**config.mk**
```make
export PLATFORM = sky130hd
export DESIGN_NAME = load_store_unit_flat
export DESIGN_NICKNAME = d
export VERILOG_FILES = /design/src/rtl/lsu_pkg.sv /design/src/rtl/load_store_unit_if.sv /design/src/rtl/lsu_lane_align.sv /design/src/rtl/load_store_unit.sv /design/src/flat_wrapper.sv
export SDC_FILE = /design/constraint.sdc
export NUM_CORES = 1
export LEC_CHECK = 0
export CAP_MARGIN = 20
export CORE_ASPECT_RATIO = 1.4
export CORE_MARGIN = 10
export CORE_UTILIZATION = 50
export CTS_BUF_LIST = sky130_fd_sc_hd__clkbuf_8
export CTS_CLUSTER_DIAMETER = 60
export DETAILED_ROUTE_END_ITERATION = 10
export HOLD_SLACK_MARGIN = 0.08
export PLACE_DENSITY_LB_ADDON = 0.3
export SLEW_MARGIN = 10
export SYNTH_ARGS = -nofsm -noshare
export SYNTH_HDL_FRONTEND = slang
export SYNTH_SLANG_ARGS = --single-unit
```
**constraint.sdc**
```tcl
create_clock -name clk -period 10.9 [get_ports clk]
set_clock_uncertainty 0.05 [all_clocks]
set_input_delay 2.18 -clock clk [delete_from_list [all_inputs] [get_ports clk]]
set_output_delay 2.18 -clock clk [all_outputs]
set_load 0.01 [all_outputs]
```
**src/rtl/lsu_pkg.sv**
```systemverilog
`default_nettype none
// ============================================================================
// lsu_pkg : shared types, funct3 codes and legality check for load_store_unit
// Revision: 1.0
// ============================================================================
package lsu_pkg;

  typedef enum logic [1:0] {
    S_IDLE = 2'd0,
    S_REQ  = 2'd1,
    S_WAIT = 2'd2,
    S_RESP = 2'd3
  } lsu_state_e;

  localparam logic [2:0] LB  = 3'b000;
  localparam logic [2:0] LH  = 3'b001;
  localparam logic [2:0] LW  = 3'b010;
  localparam logic [2:0] LBU = 3'b100;
  localparam logic [2:0] LHU = 3'b101;
  localparam logic [2:0] SB  = 3'b000;
  localparam logic [2:0] SH  = 3'b001;
  localparam logic [2:0] SW  = 3'b010;

  localparam logic [6:0] OPC_LOAD  = 7'b0000011;
  localparam logic [6:0] OPC_STORE = 7'b0100011;

  function automatic logic is_legal(input logic we, input logic [2:0] funct3);
    if (we) begin
      return (funct3 == SB) || (funct3 == SH) || (funct3 == SW);
    end
    return !((funct3 == 3'b011) || (funct3 == 3'b110) || (funct3 == 3'b111));
  endfunction

endpackage
`default_nettype wire

```
**src/rtl/load_store_unit_if.sv**
```systemverilog
`default_nettype none
// ============================================================================
// load_store_unit_if : pipeline-side and memory-side bundles of the LSU
// Revision: 1.0
// ============================================================================
interface lsu_pipe_if #(
  parameter int DATA_WIDTH = 32,
  parameter int ADDR_WIDTH = 32
);
  logic                  req_valid;
  logic                  req_ready;
  logic                  req_we;
  logic [2:0]            req_funct3;
  logic [ADDR_WIDTH-1:0] req_addr;
  logic [DATA_WIDTH-1:0] req_wdata;
  logic                  resp_valid;
  logic [DATA_WIDTH-1:0] resp_rdata;
  logic                  resp_err;

  modport master (
    output req_valid, req_we, req_funct3, req_addr, req_wdata,
    input  req_ready, resp_valid, resp_rdata, resp_err
  );
  modport slave (
    input  req_valid, req_we, req_funct3, req_addr, req_wdata,
    output req_ready, resp_valid, resp_rdata, resp_err
  );
endinterface

interface lsu_mem_if #(
  parameter int DATA_WIDTH = 32,
  parameter int ADDR_WIDTH = 32
);
  logic                  mem_req;
  logic                  mem_gnt;
  logic                  mem_we;
  logic [ADDR_WIDTH-1:0] mem_addr;
  logic [3:0]            mem_be;
  logic [DATA_WIDTH-1:0] mem_wdata;
  logic                  mem_rvalid;
  logic [DATA_WIDTH-1:0] mem_rdata;

  modport master (
    output mem_req, mem_we, mem_addr, mem_be, mem_wdata,
    input  mem_gnt, mem_rvalid, mem_rdata
  );
  modport slave (
    input  mem_req, mem_we, mem_addr, mem_be, mem_wdata,
    output mem_gnt, mem_rvalid, mem_rdata
  );
endinterface
`default_nettype wire

```
**src/rtl/lsu_lane_align.sv**
```systemverilog
`default_nettype none
// ============================================================================
// lsu_lane_align : byte-lane steering for stores and load merge/extension
// Revision: 1.0
// ============================================================================
module lsu_lane_align
  import lsu_pkg::*;
(
  input  logic [2:0]  funct3_i,
  input  logic [1:0]  off_i,
  input  logic [31:0] wdata_i,
  input  logic [31:0] beat0_i,
  input  logic [23:0] beat1_i,
  output logic [3:0]  be0_o,
  output logic [3:0]  be1_o,
  output logic [31:0] wdata0_o,
  output logic [31:0] wdata1_o,
  output logic [31:0] rdata_o
);

  logic [3:0]  size_mask;
  logic [7:0]  be_wide;
  logic [63:0] wdata_wide;
  logic [31:0] merged;

  always_comb begin
    case (funct3_i[1:0])
      2'b00:   size_mask = 4'b0001;
      2'b01:   size_mask = 4'b0011;
      default: size_mask = 4'b1111;
    endcase
    // Upper half of the widened value is exactly what spills into beat 1.
    be_wide    = {4'b0000, size_mask} << off_i;
    wdata_wide = {32'd0, wdata_i} << {off_i, 3'b000};

    case (off_i)
      2'd0:    merged = beat0_i;
      2'd1:    merged = {beat1_i[7:0],  beat0_i[31:8]};
      2'd2:    merged = {beat1_i[15:0], beat0_i[31:16]};
      default: merged = {beat1_i[23:0], beat0_i[31:24]};
    endcase

    case (funct3_i)
      LB:      rdata_o = {{24{merged[7]}}, merged[7:0]};
      LH:      rdata_o = {{16{merged[15]}}, merged[15:0]};
      LW:      rdata_o = merged;
      LBU:     rdata_o = {24'd0, merged[7:0]};
      LHU:     rdata_o = {16'd0, merged[15:0]};
      default: rdata_o = 32'd0;
    endcase
  end

  assign be0_o    = be_wide[3:0];
  assign be1_o    = be_wide[7:4];
  assign wdata0_o = wdata_wide[31:0];
  assign wdata1_o = wdata_wide[63:32];

endmodule
`default_nettype wire

```
**src/rtl/load_store_unit.sv**
```systemverilog
`default_nettype none
// ============================================================================
// load_store_unit : data-memory initiator with misaligned split and load extend
// Revision: 1.0
// ============================================================================
module load_store_unit
  import lsu_pkg::*;
#(
  parameter int DATA_WIDTH = 32,
  parameter int ADDR_WIDTH = 32
) (
  input logic        clk,
  input logic        rst,
  lsu_pipe_if.slave  pipe_if,
  lsu_mem_if.master  mem_if
);

  lsu_state_e            state_q, state_d;
  logic                  beat_q, beat_d;
  logic                  two_q, two_d;
  logic                  we_q, we_d;
  logic [2:0]            funct3_q, funct3_d;
  logic [ADDR_WIDTH-1:0] addr_q, addr_d;
  logic [DATA_WIDTH-1:0] wdata_q, wdata_d;
  logic [DATA_WIDTH-1:0] beat0_q, beat0_d;
  logic                  mem_req_q, mem_req_d;
  logic                  mem_we_q, mem_we_d;
  logic [ADDR_WIDTH-1:0] mem_addr_q, mem_addr_d;
  logic [3:0]            mem_be_q, mem_be_d;
  logic [DATA_WIDTH-1:0] mem_wdata_q, mem_wdata_d;
  logic                  resp_valid_q, resp_valid_d;
  logic                  resp_err_q, resp_err_d;
  logic [DATA_WIDTH-1:0] resp_rdata_q, resp_rdata_d;

  logic                  idle;
  logic [2:0]            al_funct3;
  logic [1:0]            al_off;
  logic [DATA_WIDTH-1:0] al_wdata, al_beat0, al_rdata, al_wdata0, al_wdata1;
  logic [23:0]           al_beat1;
  logic [3:0]            al_be0, al_be1;
  logic                  two_beat;
  logic [ADDR_WIDTH-1:0] base_addr;

  assign idle = (state_q == S_IDLE);

  // In IDLE the aligner sees the incoming request so beat 0 can launch at accept.
  assign al_funct3 = idle ? pipe_if.req_funct3     : funct3_q;
  assign al_off    = idle ? pipe_if.req_addr[1:0]  : addr_q[1:0];
  assign al_wdata  = idle ? pipe_if.req_wdata      : wdata_q;
  assign al_beat0  = beat_q ? beat0_q : mem_if.mem_rdata;
  assign al_beat1  = beat_q ? mem_if.mem_rdata[23:0] : 24'd0;

  assign two_beat  = ((al_funct3[1:0] == 2'b01) && (al_off == 2'b11)) ||
                     ((al_funct3[1:0] == 2'b10) && (al_off != 2'b00));
  assign base_addr = {addr_q[ADDR_WIDTH-1:2], 2'b00};

  lsu_lane_align u_align (
    .funct3_i (al_funct3),
    .off_i    (al_off),
    .wdata_i  (al_wdata),
    .beat0_i  (al_beat0),
    .beat1_i  (al_beat1),
    .be0_o    (al_be0),
    .be1_o    (al_be1),
    .wdata0_o (al_wdata0),
    .wdata1_o (al_wdata1),
    .rdata_o  (al_rdata)
  );

  always_comb begin
    state_d      = state_q;
    beat_d       = beat_q;
    two_d        = two_q;
    we_d         = we_q;
    funct3_d     = funct3_q;
    addr_d       = addr_q;
    wdata_d      = wdata_q;
    beat0_d      = beat0_q;
    mem_req_d    = mem_req_q;
    mem_we_d     = mem_we_q;
    mem_addr_d   = mem_addr_q;
    mem_be_d     = mem_be_q;
    mem_wdata_d  = mem_wdata_q;
    resp_valid_d = 1'b0;
    resp_err_d   = 1'b0;
    resp_rdata_d = '0;

    case (state_q)
      S_IDLE: begin
        if (pipe_if.req_valid) begin
          we_d     = pipe_if.req_we;
          funct3_d = pipe_if.req_funct3;
          addr_d   = pipe_if.req_addr;
          wdata_d  = pipe_if.req_wdata;
          beat_d   = 1'b0;
          beat0_d  = '0;
          two_d    = two_beat;
          if (!is_legal(pipe_if.req_we, pipe_if.req_funct3)) begin
            state_d      = S_RESP;
            resp_valid_d = 1'b1;
            resp_err_d   = 1'b1;
          end else begin
            state_d     = S_REQ;
            mem_req_d   = 1'b1;
            mem_we_d    = pipe_if.req_we;
            mem_addr_d  = {pipe_if.req_addr[ADDR_WIDTH-1:2], 2'b00};
            mem_be_d    = al_be0;
            mem_wdata_d = pipe_if.req_we ? al_wdata0 : '0;
          end
        end
      end
      S_REQ: begin
        if (mem_if.mem_gnt) begin
          mem_req_d = 1'b0;
          state_d   = S_WAIT;
        end
      end
      S_WAIT: begin
        if (mem_if.mem_rvalid) begin
          if (two_q && !beat_q) begin
            beat0_d     = mem_if.mem_rdata;
            beat_d      = 1'b1;
            state_d     = S_REQ;
            mem_req_d   = 1'b1;
            mem_addr_d  = base_addr + ADDR_WIDTH'(4);
            mem_be_d    = al_be1;
            mem_wdata_d = we_q ? al_wdata1 : '0;
          end else begin
            state_d      = S_RESP;
            resp_valid_d = 1'b1;
            resp_rdata_d = we_q ? '0 : al_rdata;
          end
        end
      end
      S_RESP:  state_d = S_IDLE;
      default: state_d = S_IDLE;
    endcase
  end

  always_ff @(posedge clk or posedge rst) begin
    if (rst) begin
      state_q      <= S_IDLE;
      beat_q       <= 1'b0;
      two_q        <= 1'b0;
      we_q         <= 1'b0;
      funct3_q     <= 3'd0;
      addr_q       <= '0;
      wdata_q      <= '0;
      beat0_q      <= '0;
      mem_req_q    <= 1'b0;
      mem_we_q     <= 1'b0;
      mem_addr_q   <= '0;
      mem_be_q     <= 4'd0;
      mem_wdata_q  <= '0;
      resp_valid_q <= 1'b0;
      resp_err_q   <= 1'b0;
      resp_rdata_q <= '0;
    end else begin
      state_q      <= state_d;
      beat_q       <= beat_d;
      two_q        <= two_d;
      we_q         <= we_d;
      funct3_q     <= funct3_d;
      addr_q       <= addr_d;
      wdata_q      <= wdata_d;
      beat0_q      <= beat0_d;
      mem_req_q    <= mem_req_d;
      mem_we_q     <= mem_we_d;
      mem_addr_q   <= mem_addr_d;
      mem_be_q     <= mem_be_d;
      mem_wdata_q  <= mem_wdata_d;
      resp_valid_q <= resp_valid_d;
      resp_err_q   <= resp_err_d;
      resp_rdata_q <= resp_rdata_d;
    end
  end

  assign pipe_if.req_ready  = idle;
  assign pipe_if.resp_valid = resp_valid_q;
  assign pipe_if.resp_err   = resp_err_q;
  assign pipe_if.resp_rdata = resp_rdata_q;
  assign mem_if.mem_req     = mem_req_q;
  assign mem_if.mem_we      = mem_we_q;
  assign mem_if.mem_addr    = mem_addr_q;
  assign mem_if.mem_be      = mem_be_q;
  assign mem_if.mem_wdata   = mem_wdata_q;

endmodule
`default_nettype wire

```
**src/flat_wrapper.sv**
```systemverilog
// flat-port wrapper written by rule: the top's interface ports become plain ports
module load_store_unit_flat import lsu_pkg::*;
#(
  parameter int DATA_WIDTH = 32,
  parameter int ADDR_WIDTH = 32
)
  (clk, rst, pipe_if_req_valid, pipe_if_req_we, pipe_if_req_funct3, pipe_if_req_addr, pipe_if_req_wdata, pipe_if_req_ready, pipe_if_resp_valid, pipe_if_resp_rdata, pipe_if_resp_err, mem_if_mem_req, mem_if_mem_we, mem_if_mem_addr, mem_if_mem_be, mem_if_mem_wdata, mem_if_mem_gnt, mem_if_mem_rvalid, mem_if_mem_rdata);
  lsu_pipe_if #(.DATA_WIDTH(DATA_WIDTH), .ADDR_WIDTH(ADDR_WIDTH)) pipe_if_i ();
  lsu_mem_if #(.DATA_WIDTH(DATA_WIDTH), .ADDR_WIDTH(ADDR_WIDTH)) mem_if_i ();
  input logic clk;
  input logic rst;
  input wire logic [$bits(pipe_if_i.req_valid)-1:0] pipe_if_req_valid;
  input wire logic [$bits(pipe_if_i.req_we)-1:0] pipe_if_req_we;
  input wire logic [$bits(pipe_if_i.req_funct3)-1:0] pipe_if_req_funct3;
  input wire logic [$bits(pipe_if_i.req_addr)-1:0] pipe_if_req_addr;
  input wire logic [$bits(pipe_if_i.req_wdata)-1:0] pipe_if_req_wdata;
  output wire logic [$bits(pipe_if_i.req_ready)-1:0] pipe_if_req_ready;
  output wire logic [$bits(pipe_if_i.resp_valid)-1:0] pipe_if_resp_valid;
  output wire logic [$bits(pipe_if_i.resp_rdata)-1:0] pipe_if_resp_rdata;
  output wire logic [$bits(pipe_if_i.resp_err)-1:0] pipe_if_resp_err;
  output wire logic [$bits(mem_if_i.mem_req)-1:0] mem_if_mem_req;
  output wire logic [$bits(mem_if_i.mem_we)-1:0] mem_if_mem_we;
  output wire logic [$bits(mem_if_i.mem_addr)-1:0] mem_if_mem_addr;
  output wire logic [$bits(mem_if_i.mem_be)-1:0] mem_if_mem_be;
  output wire logic [$bits(mem_if_i.mem_wdata)-1:0] mem_if_mem_wdata;
  input wire logic [$bits(mem_if_i.mem_gnt)-1:0] mem_if_mem_gnt;
  input wire logic [$bits(mem_if_i.mem_rvalid)-1:0] mem_if_mem_rvalid;
  input wire logic [$bits(mem_if_i.mem_rdata)-1:0] mem_if_mem_rdata;
  assign pipe_if_i.req_valid = pipe_if_req_valid;
  assign pipe_if_i.req_we = pipe_if_req_we;
  assign pipe_if_i.req_funct3 = pipe_if_req_funct3;
  assign pipe_if_i.req_addr = pipe_if_req_addr;
  assign pipe_if_i.req_wdata = pipe_if_req_wdata;
  assign pipe_if_req_ready = pipe_if_i.req_ready;
  assign pipe_if_resp_valid = pipe_if_i.resp_valid;
  assign pipe_if_resp_rdata = pipe_if_i.resp_rdata;
  assign pipe_if_resp_err = pipe_if_i.resp_err;
  assign mem_if_mem_req = mem_if_i.mem_req;
  assign mem_if_mem_we = mem_if_i.mem_we;
  assign mem_if_mem_addr = mem_if_i.mem_addr;
  assign mem_if_mem_be = mem_if_i.mem_be;
  assign mem_if_mem_wdata = mem_if_i.mem_wdata;
  assign mem_if_i.mem_gnt = mem_if_mem_gnt;
  assign mem_if_i.mem_rvalid = mem_if_mem_rvalid;
  assign mem_if_i.mem_rdata = mem_if_mem_rdata;
  load_store_unit #(.DATA_WIDTH(DATA_WIDTH), .ADDR_WIDTH(ADDR_WIDTH)) u_core (.clk(clk), .rst(rst), .pipe_if(pipe_if_i), .mem_if(mem_if_i));
endmodule
```
* Word level (Yosys, flattened, before mapping)
Index checks and enable logic that the tools add are counted.
** Storage, ports and cells
- Register bits after elaboration :: 208
- Output and inout bits :: 105
- Word-level logic and storage cells :: 125
** Operators by class
- $add $sub $neg :: 1
- Eq/ne operators :: 22
- Shifts and indexed selects :: 2
- Muxes and demuxes :: 60
- Reductions and logical operators :: 24
** Operators with widths (count)
- $mux W32 :: 19
- $pmux W32 S2 :: 3
- $pmux W32 S5 :: 1
- $pmux W32 S3 :: 1
- $shl A32 B5 Y64 :: 1
- $add A32 B3 Y32 const B :: 1
- $mux W24 :: 1
- $mux W1 :: 18
- $mux W4 :: 4
- $pmux W4 S2 :: 2
- $eq A3 B3 Y1 const B :: 4
- $mux W2 :: 6
- $eq A2 B2 Y1 const B :: 5
- $eq A3 B2 Y1 const B :: 3
- $ne A2 B2 Y1 const B :: 4
- $pmux W2 S4 :: 1
- $shl A4 B2 Y8 :: 1
- $eq A2 B1 Y1 const B :: 3
- $eq A3 B1 Y1 const B :: 2
- $logic_not A2 Y1 :: 3
- $logic_not A3 Y1 :: 2
- $reduce_and A3 Y1 :: 2
- $reduce_and A6 Y1 :: 1
- $logic_or A1 B1 Y1 :: 5
- 11 further kinds :: 16

* Depth between registers and ports, before layout
- Depth after elaboration :: 10
- Mapped depth :: 9
- Gate-level depth less buffers :: 6

* By module
A second synthesis with hierarchy kept.
** Unflattened totals
- Cells, all modules :: 1173
- Area, all modules :: 11880.1 um^2
** Modules (own cells, without submodules)
- load_store_unit :: times used 1, cells each 912, area an instance 9689.3 um^2
- lsu_lane_align :: times used 1, cells each 261, area an instance 2190.9 um^2

* Least setup slack after synthesis
No wires, ideal clock.
- Path kind :: input-to-reg
- Start :: input pipe_if_req_addr[1]
- End :: register u_core.resp_rdata_q[10] (netlist: u_core.pipe_if.resp_rdata[10])
- Library setup time :: 131 ps
- Data arrival time :: 3703 ps
- Data required time :: 10719 ps
- Slack :: 7016 ps
- Stages on the path :: 7
- Buffers on the path :: 2
- Path through :: nor3b_1 -> or2_1 -> buf_6 -> buf_6 -> mux4_2 -> a222oi_1 -> o21ai_1
** Between the ends
- Longest elaborated chain between the ends :: 8
** RTL lines
- start: declaration :: RTL line flat_wrapper.sv:15 : input wire logic [$bits(pipe_if_i.req_addr)-1:0] pipe_if_req_addr;
- $mux W2 (*) :: RTL line load_store_unit.sv:48 : assign al_off = idle ? pipe_if.req_addr[1:0] : addr_q[1:0];
- $eq A2 B2 Y1, or another cell as far along :: RTL line lsu_lane_align.sv:36 : case (off_i)
- $pmux W32 S3 (*) :: RTL line lsu_lane_align.sv:36
- $pmux W32 S5 (*) :: RTL line lsu_lane_align.sv:43 : case (funct3_i)
- $mux W32 (*) :: RTL line load_store_unit.sv:131 : resp_rdata_d = we_q ? '0 : al_rdata;
- $mux W32 (*) :: RTL line load_store_unit.sv:120 : if (two_q && !beat_q) begin
- $mux W32 (*) :: RTL line load_store_unit.sv:119 : if (mem_if.mem_rvalid) begin
- $mux W32 (*) :: RTL line load_store_unit.sv:88 : case (state_q)
- via u_core.resp_rdata_d[10] :: RTL line load_store_unit.sv:33 : logic [DATA_WIDTH-1:0] resp_rdata_q, resp_rdata_d;
- end signal: assignment :: RTL line load_store_unit.sv:174 : resp_rdata_q <= resp_rdata_d;
- end: declaration :: RTL line load_store_unit.sv:33
Mark *: on every way through the listed nets, which the timed path passes. The rest lies on a longest branch.
A chain may end at the register's enable or synchronous reset.

* Worst setup path after layout
- Start :: input pipe_if_req_addr[0]
- End :: register u_core.resp_rdata_q[19] (netlist: u_core.pipe_if.resp_rdata[19])
Same word-level chain as after synthesis.

==> results.md <==
Timing:
- The tightest slew margin relative to the limit is 32.6%.
- At the pin with the least slew margin, the transition time is 1.00 ns.
- The count of final hold-check violations came to 0.
- The final worst setup slack is between 5 and 6 ns.
- The number of failing setup endpoints in the final timing report is 0.
- For the final routed database, the setup TNS stands at 0 ns.
- The final critical-path required period is approximately 5.1 ns.
- Setup repair after global routing left no endpoint under its margin.
- The final period utilization is 46.6%.
- The number of pins with negative max-slew slack in the final report is 0.
- Derived from the worst setup path, the maximum achievable clock frequency is a little under 200 MHz.

Synth:
- The netlist area before placement is between 10000 and 15000 um2.
- By area, the combinational part of the netlist is dominated by multiplexers.
- After synthesis the netlist holds a flip-flop and latch count of between 200 and 250.
- The Yosys warning count is 0.
- The sequential fraction of the synthesis area is a little under half.
- The post-synthesis area per instance is a little under 10 um2.
- The share of synthesized cell area in and, or, nand and nor gates is between 10% and 20%.
- The mux contribution to synthesized area is a little under a fifth.
- The predominant post-synthesis flop cell is dfrtp_1.
- The synthesized netlist devotes under 10% of its cell area to XOR and XNOR gates.
- The area share of fa/ha/maj cells after synthesis is less than 1%.
- Yosys mapped a number of flops with a built-in enable equal to 0.
- The fraction of the mapped netlist area in compound gates is between 10% and 20%.
- Counting distinct cell types in the post-synthesis netlist gives 74.
- Counting every instance in the synthesized netlist gives around 1200.
- Of all flip-flops after synthesis, the portion carrying an async set or reset was between 90% and 100%.

Worst setup path:
- The instance count on the critical path is 6.
- The sort of element at the end of the critical path is a register.
- Among all stages on the critical path, the largest delay is contributed by clkdlybuf4s50_1.
- Traced cell by cell, the critical path runs through clkdlybuf4s50_1, or3b_2, nand2_2, a21oi_1, a22oi_2, a31oi_1.
- STA puts the critical path data required time at 11.20 ns.
- The dominant delay contributor by cell family on the critical path is simple AND/OR/NAND/NOR gates.
- The critical path class is in2reg.
- Counting cells, the worst reg-to-reg path comes to 8.
- The kind of start point of the critical path is a primary input.
- The number of buffers and inverters on the critical path is 1.
- The data arrival time of the critical path is 5.38 ns.
- In this run the worst setup path begins at pipe_if_req_addr[0].
- The setup check on the worst reg-to-reg path leaves a slack of between 7 and 8 ns.
- The biggest cell delay along the critical path is approximately 0.94 ns.
- The startpoint identified for the worst register-to-register timing path is u_core.state_q[0].
- The maximum fanout encountered on the critical timing path is 34.

Die:
- The floorplan has 65 rows.
- From bottom edge to top edge, the die measures around 200 um.
- The die area is about 29000 um2.
- The placeable core region is around 23000 um2.
- In this run the horizontal extent of the chip is 148 um.
- The number of top-level design ports is 210.
- The effective utilization at floorplan is about half.

Power:
- The cell leakage power is just under 6 nW.
- The power per cell area is approximately 300 nW/um2.
- The overall power is around 4.3 mW.
- The worst IR drop on VDD is about 0.00015 V.

Worst hold path:
- The startpoint identified for the worst hold timing path is u_core.beat0_q[22].
- The worst hold path was traced through 2 stages.
- The tightest min-delay check is of the reg2reg type.

GRT:
- The first global-routing pass estimated 57100 um of wire.
- The initial antenna violation count is 1.
- For this run the aggregate overflow at the end of global routing stands at 0.
- The number of global-route vias before repair is a little over 10000.
- Entering global routing, the biggest net connects between 100 and 150 pins.
- The global-route usage over all layers is 24.2%.

CTS:
- The clock insertion delay at the later pin of the skew report is ~0.55 ns.
- TritonCTS built the clock tree.
- The H-tree was split into 2 levels.
- The clock tree buffer depth is 3.
- The clock tree root buffer cell is clkbuf_8.
- The number of setup buffers added after CTS is 0.
- The number of buffers inserted during clock tree synthesis is 35.
- The number of hold buffers added after CTS was 0.
- The post-CTS clock slew at the launch and capture registers of the worst setup and hold paths is ~0.06 ns.
- Counting every sink on the clock net gives slightly above 200.
- In this run, post-CTS repair resized a total of 0 instances.

Detailed routing:
- The DRC violation total after the first TritonRoute iteration is between 800 and 900.
- The routed wire length is around 36000 um.
- The residual DRC count is 0.
- The via count normalized by instance count is 5.99.
- Dividing the detail-routed wire length by the instance count gives about 22 um.
- The via count is around 9900.
- The detail route stage leaves a number of antenna-violating nets equal to 0.
- The first-pass iteration count of the detailed router is 6.

Cells and area:
- The fill cell total of the finished layout is roughly 1900.
- Compared with the post-synthesis result, the final layout area differs by 25.6%.
- The share of post-route cells with drive strength above 1 is between 10 and 15%.
- The filler-free cell count of the finished design is 1651.
- The layout net count is approximately 1400.

Place:
- The count of input and output buffers is 207.
- Summed over all nets, the half-perimeter wirelength after detailed placement is approximately 26000 um.
- In this run, placement finished with an instance count of ~1600.
- At the end of routability-driven placement, the weighted congestion stood at around 0.94.
- Before CTS, the worst setup slack after placement is 5.35 ns.

Run status:
- The run finished with clean final reports.

Flow run:
- Max-cap violations in this run came to 0.
[layout make-up]
cell class | count | area (um2) | area share [%]
Timing Repair Buffer | 224 | 2240 | 15.6
Sequential cell | 206 | 5160 | 36.0
Tap cell | 301 | 377 | 2.63
Antenna cell | 1 | 2.50 | 0.0175
Inverter | 17 | 71.3 | 0.498
Clock inverter | 15 | 71.3 | 0.498
Multi-Input combinational cell | 841 | 5790 | 40.4
Clock buffer | 46 | 633 | 4.42
[tightest hold or removal path: stages, from the launching register on]
cell and delay [ns]:
dfrtp_1 0.33, nand2_1 0.04, o21ai_0 0.06
[synthesized netlist by cell type, types with 6 or more instances]
cell	number	area, um2
dfrtp_1	206	5150
nand2_1	160	601
o21ai_0	113	566
mux2i_1	99	991
mux2_2	84	946
nor2_1	65	244
clkbuf_1	36	135
buf_2	30	150
a21oi_1	22	110
a221oi_1	22	193
a31oi_1	22	138
o211ai_1	22	165
nor3_1	21	105
nand3_1	20	100
o22ai_1	19	119
inv_1	16	60.1
xor2_1	15	131
and3_1	14	87.6
nand4_1	13	81.3
o21ai_1	10	50.1
buf_1	9	33.8
a2bb2oi_1	8	70.1
buf_6	8	90.1
mux4_2	8	180
nor4_1	8	50.1
o22a_1	8	70.1
xnor2_1	8	70.1
a222oi_1	6	60.1
o311ai_0	6	52.6
[report_power, final]
part	switching, mW	internal, mW
clock	0.322	0.378
sequential	0.256	1.09
combinational	1.27	0.988
total	1.85	2.46
[worst paths after layout]
check | endpoint
max | u_core.pipe_if.resp_rdata[19]
min | u_core.beat0_q[22]
max reg2reg | u_core.pipe_if.resp_rdata[24]
min reg2reg | u_core.beat0_q[22]
max in group asynchronous | u_core.beat_q
min in group asynchronous | u_core.beat0_q[24]
[layout by cell type, fill, tap and decap left out, types with 15 or more instances in the layout]
master,instances
nor2_1,64
clkbuf_8,46
o22ai_1,19
inv_1,23
a221oi_1,22
o211ai_1,22
nand3_1,20
a31oi_1,22
mux2i_1,99
clkdlybuf4s50_1,207
mux2_2,84
a21oi_1,22
dfrtp_1,205
o21ai_0,113
nor3_1,21
nand2_1,160
xor2_1,15
[metal layers]
layer	vias to the layer above	GRT usage (%)	part of all wire (%)
li1	4547	-	-
met1	4812	27.7	38
met2	426	40.8	50
met3	102	6.68	7.9
met4	0	12.5	4.8
met5	-	0	0
[through the flow]
step           hold WS, ns  cell area (um2)  utilization [%]
4_1_cts              0.430            14300             63.3
5_1_grt              0.445            14300             63.6
6_report             0.426            14300             63.6
2_1_floorplan        0.394            11400                -
3_3_place_gp         0.408            13600             60.2
3_5_place_dp         0.418            13600             60.2
[logic make-up (layout without fill, tap and decap cells)]
group / count (synthesis) / after routing
other cells: 1 / 3
flops: 206 / 206
fa+ha+maj: 1 / 1
compound gates: 292 / 292
xor+xnor: 23 / 23
mux: 192 / 192
simple gates: 331 / 331
buf+inv: 105 / 302
[registers in the layout (all words and copies together) (netlist names), 2 cells and up]
register                   cells
u_core.wdata_q                32
u_core.beat0_q                32
u_core.addr_q                 32
u_core.state_q                 2
u_core.pipe_if.resp_rdata     32
u_core.mem_if.mem_wdata       32
u_core.mem_if.mem_be           4
u_core.mem_if.mem_addr        30
u_core.funct3_q                3
Power figures use the tool's default switching activity.
